File: src/rtl/stream_fifo_pkg.sv
// Shared width helpers and DEPTH legality check for the stream_fifo block.
package stream_fifo_pkg;

   // Pointer width; a single-entry array would still need one address bit.
   function automatic int unsigned ptr_width(input int unsigned depth);
      return (depth > 1) ? $clog2(depth) : 1;
   endfunction

   // Occupancy must represent 0..depth inclusive.
   function automatic int unsigned cnt_width(input int unsigned depth);
      return $clog2(depth + 1);
   endfunction

   function automatic bit depth_is_legal(input int unsigned depth);
      return (depth >= 2) && ((depth & (depth - 1)) == 0);
   endfunction

endpackage

File: src/rtl/stream_fifo_mem.sv
// DEPTH x WIDTH_BITS storage: one synchronous write port, one asynchronous read port.
module stream_fifo_mem
   import stream_fifo_pkg::*;
#(
   parameter int unsigned WIDTH_BITS = 8,
   parameter int unsigned DEPTH      = 4
) (
   input  logic                           i_clock,
   input  logic                           i_we,
   input  logic [ptr_width(DEPTH)-1:0]    i_waddr,
   input  logic [WIDTH_BITS-1:0]          i_wdata,
   input  logic [ptr_width(DEPTH)-1:0]    i_raddr,
   output logic [WIDTH_BITS-1:0]          o_rdata
);

   logic [WIDTH_BITS-1:0] r_mem [DEPTH];

   always_ff @(posedge i_clock) begin
      if (i_we) begin
         r_mem[i_waddr] <= i_wdata;
      end
   end

   assign o_rdata = r_mem[i_raddr];

endmodule

File: src/rtl/stream_fifo.sv
// Valid/ready FIFO with registered output stage; DEPTH counts the output register.
// Define STREAM_FIFO_COUNT_EN to expose the occupancy port 'count'.
module stream_fifo
   import stream_fifo_pkg::*;
#(
   parameter int unsigned WIDTH_BITS = 8,
   parameter int unsigned DEPTH      = 4
) (
   input  logic                    clock,
   input  logic                    reset,
   input  logic                    flush,
   input  logic                    input_valid,
   output logic                    input_ready,
   input  logic [WIDTH_BITS-1:0]   input_data,
   output logic                    output_valid,
   input  logic                    output_ready,
   output logic [WIDTH_BITS-1:0]   output_data
`ifdef STREAM_FIFO_COUNT_EN
   ,
   output logic [$clog2(DEPTH+1)-1:0] count
`endif
);

   localparam int unsigned PtrW = ptr_width(DEPTH);
   localparam int unsigned CntW = cnt_width(DEPTH);

   if (!depth_is_legal(DEPTH)) begin : g_bad_depth
      $error("stream_fifo: DEPTH must be a power of two and at least 2");
   end
   if (WIDTH_BITS < 1) begin : g_bad_width
      $error("stream_fifo: WIDTH_BITS must be at least 1");
   end

   logic [PtrW-1:0]       r_wr_ptr, w_wr_ptr_next;
   logic [PtrW-1:0]       r_rd_ptr, w_rd_ptr_next;
   logic [CntW-1:0]       r_count, w_count_next;
   logic                  r_valid, w_valid_next;
   logic [WIDTH_BITS-1:0] r_data, w_data_next;

   logic                  w_push, w_pop, w_we;
   logic [PtrW-1:0]       w_rd_addr;
   logic [WIDTH_BITS-1:0] w_rd_data;

   assign input_ready  = (r_count != CntW'(DEPTH));
   assign output_valid = r_valid;
   assign output_data  = r_data;

   assign w_push    = input_valid && input_ready;
   assign w_pop     = r_valid && output_ready;
   assign w_we      = w_push && !flush;
   // The array keeps every entry, including the one mirrored in r_data,
   // so the successor of the head always lives at rd_ptr + 1.
   assign w_rd_addr = r_rd_ptr + PtrW'(1);

`ifdef STREAM_FIFO_COUNT_EN
   assign count = r_count;
`endif

   stream_fifo_mem #(
      .WIDTH_BITS (WIDTH_BITS),
      .DEPTH      (DEPTH)
   ) u_mem (
      .i_clock (clock),
      .i_we    (w_we),
      .i_waddr (r_wr_ptr),
      .i_wdata (input_data),
      .i_raddr (w_rd_addr),
      .o_rdata (w_rd_data)
   );

   always_comb begin
      w_wr_ptr_next = r_wr_ptr;
      w_rd_ptr_next = r_rd_ptr;
      w_count_next  = r_count;
      w_valid_next  = r_valid;
      w_data_next   = r_data;
      if (flush) begin
         w_wr_ptr_next = '0;
         w_rd_ptr_next = '0;
         w_count_next  = '0;
         w_valid_next  = 1'b0;
      end else begin
         if (w_push) begin
            w_wr_ptr_next = r_wr_ptr + PtrW'(1);
         end
         if (w_pop) begin
            w_rd_ptr_next = r_rd_ptr + PtrW'(1);
         end
         case ({w_push, w_pop})
            2'b10:   w_count_next = r_count + CntW'(1);
            2'b01:   w_count_next = r_count - CntW'(1);
            default: w_count_next = r_count;
         endcase
         // Refill the output register with whatever becomes the new head.
         if (w_pop) begin
            if (r_count >= CntW'(2)) begin
               w_valid_next = 1'b1;
               w_data_next  = w_rd_data;
            end else if (w_push) begin
               w_valid_next = 1'b1;
               w_data_next  = input_data;
            end else begin
               w_valid_next = 1'b0;
            end
         end else if (w_push && !r_valid) begin
            w_valid_next = 1'b1;
            w_data_next  = input_data;
         end
      end
   end

   always_ff @(posedge clock) begin
      if (reset) begin
         r_wr_ptr <= '0;
         r_rd_ptr <= '0;
         r_count  <= '0;
         r_valid  <= 1'b0;
         r_data   <= '0;
      end else begin
         r_wr_ptr <= w_wr_ptr_next;
         r_rd_ptr <= w_rd_ptr_next;
         r_count  <= w_count_next;
         r_valid  <= w_valid_next;
         r_data   <= w_data_next;
      end
   end

endmodule

File: config.mk
export PLATFORM = sky130hd
export DESIGN_NAME = stream_fifo
export DESIGN_NICKNAME = d
export VERILOG_FILES = /design/src/rtl/stream_fifo_pkg.sv /design/src/rtl/stream_fifo_mem.sv /design/src/rtl/stream_fifo.sv
export SDC_FILE = /design/constraint.sdc
export NUM_CORES = 1
export LEC_CHECK = 0
export ABC_AREA = 0
export CAP_MARGIN = 20
export CORE_ASPECT_RATIO = 1.75
export CORE_UTILIZATION = 40
export CTS_CLUSTER_SIZE = 20
export DETAILED_ROUTE_END_ITERATION = 8
export SYNTH_ARGS = -nofsm -noshare
export SYNTH_HDL_FRONTEND = slang
export SYNTH_HIERARCHICAL = 1
export SYNTH_SLANG_ARGS = --single-unit
export TNS_END_PERCENT = 10
File: constraint.sdc
create_clock -name clock -period 1.9 [get_ports clock]
set_input_delay 0.38 -clock clock [delete_from_list [all_inputs] [get_ports clock]]
set_output_delay 0.38 -clock clock [all_outputs]
set_load 0.01 [all_outputs]
== Word level (Yosys, flattened, before mapping) ==
Memory sizes are Yosys's and may differ from the RTL's.
Index checks and enable logic that the tools add are counted.

* Register bits: 16
* Bits in writable memories: 32
* Output and inout bits: 10
* Memories kept: 1

* Add/sub/neg operators: 4
* Magnitude comparators: 1
* Equal/unequal tests: 4
* Mux-type cells: 11
* Bitwise logic cells: 1
* Reductions and logical operators: 10

{| class="wikitable"
|+ Memory list
! name !! words !! bits a word !! rd ports !! clocked after memory_dff !! wr ports !! line !! RTL
|-
| u_mem.r_mem || 4 || 8 || 1 || 0 || 1 || stream_fifo_mem.sv:16 || <nowiki>logic [WIDTH_BITS-1:0] r_mem [DEPTH];</nowiki>
|}

{| class="wikitable"
|+ Operators by type and width
! operator !! count
|-
| two-way mux 8 bit || 4
|-
| two-way mux 1 bit || 6
|-
| one-hot mux 3 bit (2 select lines) || 1
|-
| adder 2 x 1 -> 2 bit (second input constant) || 2
|-
| logical AND 1 bit || 4
|-
| nonzero test 2 bit || 2
|-
| adder 3 x 1 -> 3 bit (second input constant) || 1
|-
| >= comparator 3 x 2 -> 1 bit (second input constant) || 1
|-
| inequality test 3 x 2 -> 1 bit (second input constant) || 1
|-
| inequality test 3 bit (second input constant) || 1
|-
| AND reduction 3 bit || 1
|-
| subtractor 3 x 1 -> 3 bit (second input constant) || 1
|-
| equality test 2 x 1 -> 1 bit (second input constant) || 1
|-
| equality test 2 bit (second input constant) || 1
|-
| zero test 1 bit || 2
|-
| OR reduction 2 bit || 1
|-
| NOT 1 bit || 1
|}

== Longest topological paths before layout ==
* Word-level depth: 5
* Gate-level depth with buffers: 7
* Gate-level depth less buffers: 7

== Modules after synthesis ==
The synthesis kept the hierarchy.

{| class="wikitable"
|+ Modules (own cells, without submodules)
! module !! times used !! cells an instance !! area each (um^2) !! sequential area each (um^2)
|-
| stream_fifo_mem || 1 || 46 || 1188.6 || 960.9
|-
| stream_fifo || 1 || 80 || 853.3 || 320.3
|}

== Worst setup path before layout ==
OpenSTA, ideal clock, no wires.

* Path type: register to register
* From: register r_count[2]
* To: register r_data[5] (netlist: output_data[5])
* Data arrival time: 1.912 ns
* Data required time: 1.812 ns
* Slack: -0.100 ns
* Stages on the path, launching flop included: 8
* Path buffers: 1
* Period minus slack after synthesis: 2.000 ns
* Cell sequence: dfxtp_1 or3b_4 nand2_1 ha_1 a221oi_4 buf_2 a21oi_2 a311oi_2

* Cells in the longest elaborated chain, start to end: 5
* Elaborated cells on any way between the ends: 9
* Those cells by class: order compare: 1; eq/ne: 2; mux: 2; reduce/logical: 4

{| class="wikitable"
|+ Ends and longest elaborated chain
! item !! line !! RTL
|-
| start: declaration || stream_fifo.sv:36 || <nowiki>logic [CntW-1:0] r_count, w_count_next;</nowiki>
|-
| start signal: assignment || stream_fifo.sv:122 || <nowiki>r_count <= w_count_next;</nowiki>
|-
| inequality test 3 bit * || stream_fifo.sv:44 || <nowiki>assign input_ready = (r_count != CntW'(DEPTH));</nowiki>
|-
| via input_ready || stream_fifo.sv:13 || <nowiki>output logic input_ready,</nowiki>
|-
| logical AND 1 bit * || stream_fifo.sv:48 || <nowiki>assign w_push = input_valid && input_ready;</nowiki>
|-
| logical AND 1 bit || stream_fifo.sv:105 || <nowiki>end else if (w_push && !r_valid) begin</nowiki>
|-
| nonzero test 2 bit (no source line) || -- ||
|-
| AND reduction 3 bit (no source line) * || -- ||
|-
| end signal: assignment || stream_fifo.sv:124 || <nowiki>r_data <= w_data_next;</nowiki>
|-
| end: declaration || stream_fifo.sv:38 || <nowiki>logic [WIDTH_BITS-1:0] r_data, w_data_next;</nowiki>
|}

Mark *: on every way through the listed nets, which the timed path passes. The rest lies on a longest branch.
A chain may end at the register's enable or synchronous reset.

== Final worst setup path ==
* From: register r_count[2]
* To: register r_count[2]

* Cells in the longest elaborated chain, start to end: 4
* Elaborated cells on any way between the ends: 8
* Those cells by class: add/sub: 2; eq/ne: 3; mux: 1; reduce/logical: 2

{| class="wikitable"
|+ Ends and longest elaborated chain
! item !! line !! RTL
|-
| inequality test 3 bit || stream_fifo.sv:44 ||
|-
| logical AND 1 bit || stream_fifo.sv:48 ||
|-
| equality test 2 x 1 -> 1 bit / equality test 2 bit (equally long branches) || stream_fifo.sv:89 || <nowiki>case ({w_push, w_pop})</nowiki>
|-
| one-hot mux 3 bit (2 select lines) / nonzero test 2 bit (equally long branches) || -- ||
|}

Several ways; a longest one is shown, not always the timed one.

==> impl_metrics.csv <==
group,metric,value,unit
power,switchingPower,449,uW
floorplan,dieWidth,56.0,um
clocking,clkTransAtPathRegs,0.08,ns
yosys,synth_seq_area_share,62.7,%
timing,min_period_over_period,96.6,%
timing,fin_skew,0.00914,ns
clocking,cts_hold_buf,0,
yosys,syn_area,2040,sq um
global_route,grt_pass1_vias,1242,
floorplan,die_area,5410,sq um
clocking,cts.sink_count,48,
route,drt_iter0_drc,50,
route,ant_nets,0,
cells_and_area,nets,184,
placement,place.gp.congestion,0.790,
clocking,cts_buffers,5,
power,p_comb_share,10.3,%
cells_and_area,layout-drive-gt1-share,32.9,%
placement,portBuffers,22,
timing,grt_setup_unrepaired,"true",
cells_and_area,layout-area-overhead-vs-synth,30.1,%
power,clkPwrFrac,34.5,%
global_route,grt_overflow_total,0,
floorplan,die_h,96.5,um
timing,tightest_slew,0.311,ns
route,post_drt_wl_per_cell,17.2,um
floorplan,ios,23,
global_route,antenna_found_initial,0,
route,firstDrtPassIters,4,
cells_and_area,multi_input_area,737,sq um
route,drc,0,
clocking,worstSkewPairLatency,0.30,ns
timing,slew_viol_final,0,
floorplan,fp-row-count,34,
timing,max_clock_freq,545,MHz
placement,hpwl,2860,um
yosys,synthTopCellsByArea,"edfxtp_1 47%, dfxtp_1 16%, mux4_2 8.8%",
cells_and_area,fill_cells,417,
critical_path,endpoint_kind,"flop",
yosys,synth_top_cell_by_area,"edfxtp_1",
yosys,synthesis.nets,141,
timing,relSlewSlack,79.3,%
critical_path,critPathMaxStageDelay,0.37,ns
cells_and_area,seqCellArea,1280,sq um
power,power.leakage,0.988,nW
global_route,grt_max_degree,17,
floorplan,coreArea,4930,sq um
route,routed_via_density,5.44,
route,num_vias,1218,
yosys,yosysUniqueCellTypes,30,
critical_path,criticalPathCategory,"reg2reg",
critical_path,cp_data_required_time,2.13,ns
clocking,ctsLongestPathBuffers,2,
timing,timing.final.ws_setup,0.0646,ns
route,routed_wl,3840,um
yosys,netlist.area_leader.share,47.1,%
hold_path,hp-class,"reg2reg",
timing,hold_violations,0,
global_route,grt_usage,15.5,%
critical_path,critPathMaxFanout,3,
timing,timing.hold.ws,0.533,ns
run_status,status,"complete, no violations",
power,irDropWorstVdd,0.671,mV
power,p_seq_share,55.1,%
yosys,synth_seq_cells,48,
yosys,avgSynthCellArea,16.2,sq um
cells_and_area,diodes,0,
power,switching_share,21.4,%
clocking,root_buffer,"clkbuf_8",
floorplan,start_util,41.4,%
job,maxCapViolCount,0,
critical_path,path_cells,"or3b_4, nand2_2, ha_4, fa_2, xnor2_1, or3_1, a21oi_2",
power,power_density,789,nW/um^2
clocking,h-tree-depth,2,
timing,min_period,1.84,ns
critical_path,slowest_stage,"or3_1",
power,internal_power,1.65,mW
clocking,cts_tree,"yes",
placement,dp_slack,-0.363,ns
critical_path,cp-start-kind,"flop",
critical_path,path_buf_inv,0,
critical_path,critPathArrivalTime,2.06,ns
global_route,grt_pass1_wl,6150,um
yosys,yosys_warnings,6,
timing,setup_viol,0,
yosys,synthCells,126,
critical_path,critPathTopFamily,"simple AND/OR/NAND/NOR gates",
-- synth_stat cells (all sizes together) --
library cell  count
o21ai             2
nand3             1
a21oi            10
and3              1
nor2              8
and2              1
xor2              5
clkbuf            3
and3b             2
dfxtp            16
inv               2
a221oi            1
edfxtp           32
buf               4
fa                1
ha                1
or3               1
or3b              1
a311oi            8
a21o              1
nor3b             1
mux2i             9
nand2             4
or2               1
mux4              8
xnor2             2
-- final cells by class --
| class | count | share of cell area [%] |
|---|---|---|
| Clock buffer | 5 | 2.59 |
| Clock inverter | 3 | 1.60 |
| Inverter | 2 | 0.282 |
| Multi-Input combinational cell | 69 | 27.7 |
| Sequential cell | 48 | 48.2 |
| Tap cell | 54 | 2.54 |
| Timing Repair Buffer | 43 | 17.0 |
-- registers in the layout, indices dropped and copies added (netlist names) --
signal	cells
output_valid	1
r_wr_ptr	2
r_count	3
u_mem/r_mem	32
r_rd_ptr	2
output_data	8
-- per-stage QoR --
| stage | setup TNS (ns) | std cells | power [mW] | util [%] | area (sq um) |
|---|---|---|---|---|---|
| finish | 0 | 224 | 2.10 | 53.9 | 2660 |
| global route | -0.0226 | 224 | 2.17 | 53.9 | 2660 |
| CTS | 0 | 223 | 2.12 | 53.3 | 2630 |
| detailed placement | -4.69 | 215 | 1.40 | 51.0 | 2520 |
| global placement | -3.00 | 215 | 1.39 | 51.0 | 2520 |
| floorplan | -0.0208 | 126 | 1.29 | - | 2050 |
-- layout by cell type, fill, tap and decap left out, types with 2 or more instances in the layout --
cell type / n
edfxtp_1: 32
clkdlybuf4s50_1: 19
dfxtp_1: 16
buf_4: 15
mux2i_1: 9
nor2_1: 8
a311oi_2: 8
mux4_2: 8
a21oi_1: 7
buf_12: 6
xor2_1: 5
clkbuf_8: 5
a21oi_2: 3
nand2_1: 3
inv_1: 2
xnor2_1: 2
dlygate4sd2_1: 2
and3b_1: 2
-- power groups by stage --
stage          Combinational, mW  Sequential, mW  Clock (mW)
4_1_cts                    0.218            1.16       0.748
2_1_floorplan              0.102            1.19           0
5_1_grt                    0.234            1.16       0.776
3_5_place_dp               0.216            1.18           0
6_report                   0.217            1.16       0.724
3_3_place_gp               0.211            1.18           0
-- logic make-up after synthesis --
kind of cell / Yosys count / share of synthesized area (%)
AOI/OAI and AO/OA: 22 / 11.4
xor gates and xnor gates: 7 / 3.00
adders and majority gates: 2 / 1.59
buffers and inverters: 9 / 2.57
DFF: 48 / 62.7
muxes: 17 / 13.2
and+or+nand+nor: 21 / 5.45
-- worst paths after layout --
check	from	endpoint	slack, ns	depth (start not counted)
max	r_count[2]	r_count[2]	0.06	7
min reg2reg	output_valid	output_valid	0.53	2
min	output_valid	output_valid	0.53	2
max reg2reg	r_count[2]	r_count[2]	0.06	7
-- what timing repair did --
item,CTS,global route
gates resized for setup,4,4
endpoints found under the setup margin,2,3
pin swaps,1,4
setup buffers,0,1
-- worst reg2reg max path, stage by stage (launching register included) --
cell and delay (ns):
dfxtp_1 0.31, or3b_4 0.24, nand2_2 0.07, ha_4 0.17, fa_2 0.33, xnor2_1 0.13, or3_1 0.37, a21oi_2 0.15
-- metal layers --
metal	global-route usage, %	vias to the layer above	part of all wire [%]
li1	-	575	-
met2	28.8	27	54
met3	3.20	8	3.1
met4	6.71	0	2.3
met1	17.1	608	40
met5	0	-	0
No activity file was read; power rests on OpenSTA's default activity.
==> variant: new RTL, same flow settings <==
`DEPTH` is set to 4 in 2 places; all go to 2.
--- a/src/rtl/stream_fifo_mem.sv
+++ b/src/rtl/stream_fifo_mem.sv
@@ -3,7 +3,7 @@
    import stream_fifo_pkg::*;
 #(
    parameter int unsigned WIDTH_BITS = 8,
-   parameter int unsigned DEPTH      = 4
+   parameter int unsigned DEPTH      = 2
 ) (
    input  logic                           i_clock,
    input  logic                           i_we,
--- a/src/rtl/stream_fifo.sv
+++ b/src/rtl/stream_fifo.sv
@@ -4,7 +4,7 @@
    import stream_fifo_pkg::*;
 #(
    parameter int unsigned WIDTH_BITS = 8,
-   parameter int unsigned DEPTH      = 4
+   parameter int unsigned DEPTH      = 2
 ) (
    input  logic                    clock,
    input  logic                    reset,
Behaviour: not the same (a bounded check fails within 4 cycles, from zero or initial values and one cycle with reset high).
==> variant against the unedited design <==
- synthesized cell count fell by 26%
- cell area down 33%
- critical path depth shrank 1
- area after synthesis is 37% lower
- global-route usage up 1.1 points
- wire length is 35% lower
- register-to-register slack gained 0.04 ns
- die area decreased by 36%
- setup slack improved by 0.018 ns
- power down 28%
- sequential cell count down 19
- largest cell class unchanged
- largest power group unchanged
- highest routed layer unchanged
==> variant: results (changes against the unedited design) <==
| Metric | Value |
|---|---|
| Reg2reg setup slack | `0.10 ns (+0.04 ns)` |
| DRT iter0 DRCs | `5 (-90%)` |
| Reg-to-Reg End | `output_data[7]` |
| Max reg flops | `16 (-50%)` |
| Synth cell types | `26 (-13%)` |
| Inst Count DP | `167 (-22%)` |
| Clock skew | `0.004352 ns (-0.004789 ns)` |
| Worst VDD drop | `0.0004669 V (-30%)` |
| Synth warnings | `6 (unchanged)` |
| Vias/cell | `4.881 (-10%)` |
| WHS | `0.5015 ns (-0.03141 ns)` |
| Cell types occupying the most area after synthesis | `edfxtp_1 37%, dfxtp_1 20%, mux2_4 9.3%` |
| Worst-Skew Late Latency | `0.28 ns (-0.02 ns)` |
| Lkg Pwr | `0.7520 nW (-24%)` |
| Post-synth top cells | `16 x edfxtp_1, 13 x dfxtp_1, 8 x mux2_4` |
| Routability Congestion | `0.7499 (-5.1%)` |
| Post-Synthesis Cells | `93 (-26%)` |
| CP startpoint | `output_ready` |
| Max incr delay on CP | `0.43 ns (+0.06 ns)` |
| Largest net degree at the start of global routing | `10 (-7)` |
| Post-synth EDFFs | `16 (-50%)` |
| Routed WL | `2501 µm (-35%)` |
| Crit Path Max Fanout | `9 (+6)` |
| Worst R2R Path Depth | `5 (-2)` |
| Share of cells above drive strength 1 | `0.2481 (-0.08129)` |
| Drt wl/cell | `14.21 µm (-17%)` |
| Slew margin rel. | `0.8012 (+0.008451)` |
| Slowest cell on the critical path | `clkdlybuf4s50_1` |
| CP endpoint | `output_data[2]` |
| Nets@finish | `146 (-21%)` |
| Status | `finished, final reports clean` |
| Clk pin slew, worst setup/hold paths | `0.06 ns (-0.02 ns)` |
| First-pass GRT wire length | `4071 µm (-34%)` |
| Dpl hpwl | `1781 µm (-38%)` |
| Setup ws final | `0.08308 ns (+0.01850 ns)` |
variant: cell count changes after synthesis, moves of 4 or more:
cell	unedited run	this run
mux4_2	8	0
o211a_1	0	7
nor3_1	0	4
mux2i_1	9	1
nor2_1	8	3
or3_1	1	7
a311oi_2	8	0
edfxtp_1	32	16
mux2_4	0	8
a21oi_1	8	1
mux2_1	0	7
variant: kinds of logic (layout without fill, tap and decap cells):
logic type,Yosys count,after routing,share of synthesized area
buf+inv,7,47,0.02907
xor+xnor,5,5,0.03392
compound gates,14,14,0.09302
fa+ha+maj,1,1,0.009688
flops,29,29,0.5736
mux,16,16,0.1618
simple gates,21,21,0.09884
variant: stage by stage:
step | TNS (ns) | area (µm²)
after global placement | -1.219 | 1642
after CTS | 0 | 1758
after floorplan | 0 | 1291
final | 0 | 1773
after detailed placement | -1.351 | 1642
after global routing | 0 | 1773
variant: worst min path at each step:
stage	to	cells past startpoint	startpoint
finish	output_data[6]	1	output_data[6]
global route	output_data[4]	1	output_data[4]
CTS	output_data[6]	1	output_data[6]
detailed placement	output_data[7]	1	output_data[7]
global placement	output_data[7]	1	output_data[7]
floorplan	output_valid	1	reset
variant: layout make-up:
class                      count  area [µm²]
fill                         279        1335
multi-input combinational     57       513.0
inverter                       5       22.52
clock inverter                 1       30.03
timing repair buffer          34       322.8
clock buffer                   7       86.33
sequential                    29       744.5
tap                           43       53.80
variant: worst reg2reg max path: cells and delay by family, from the launching register on:
| family | cells | cell delay (ns) |
|---|---|---|
| buf+inv | 1 | 0.24 |
| simple gates | 1 | 0.32 |
| compound gates | 1 | 0.13 |
| flops | 1 | 0.36 |
| mux | 2 | 0.65 |
variant: metal layers:
layer,vias to the layer above,track usage,wire [µm]
met2,22,0.2696,1334
met4,0,0.08182,57
li1,420,-,-
met1,410,0.1837,1003
met5,-,0,0
met3,7,0.05882,106
variant: power by group:
part | total [mW] | internal, mW | switching (mW) | leakage [nW]
clock | 0.651 | 0.427 | 0.224 | 0.0585
combinational | 0.162 | 0.0946 | 0.0677 | 0.439
sequential | 0.707 | 0.692 | 0.0151 | 0.255
total | 1.52 | 1.21 | 0.307 | 0.752
variant: timing repair:
action,4_1_cts,5_1_grt
hold endpoints to repair,0,0
resized for setup,0,4
hold buffers,0,0
setup endpoints to repair,0,6
buffers inserted,0,1
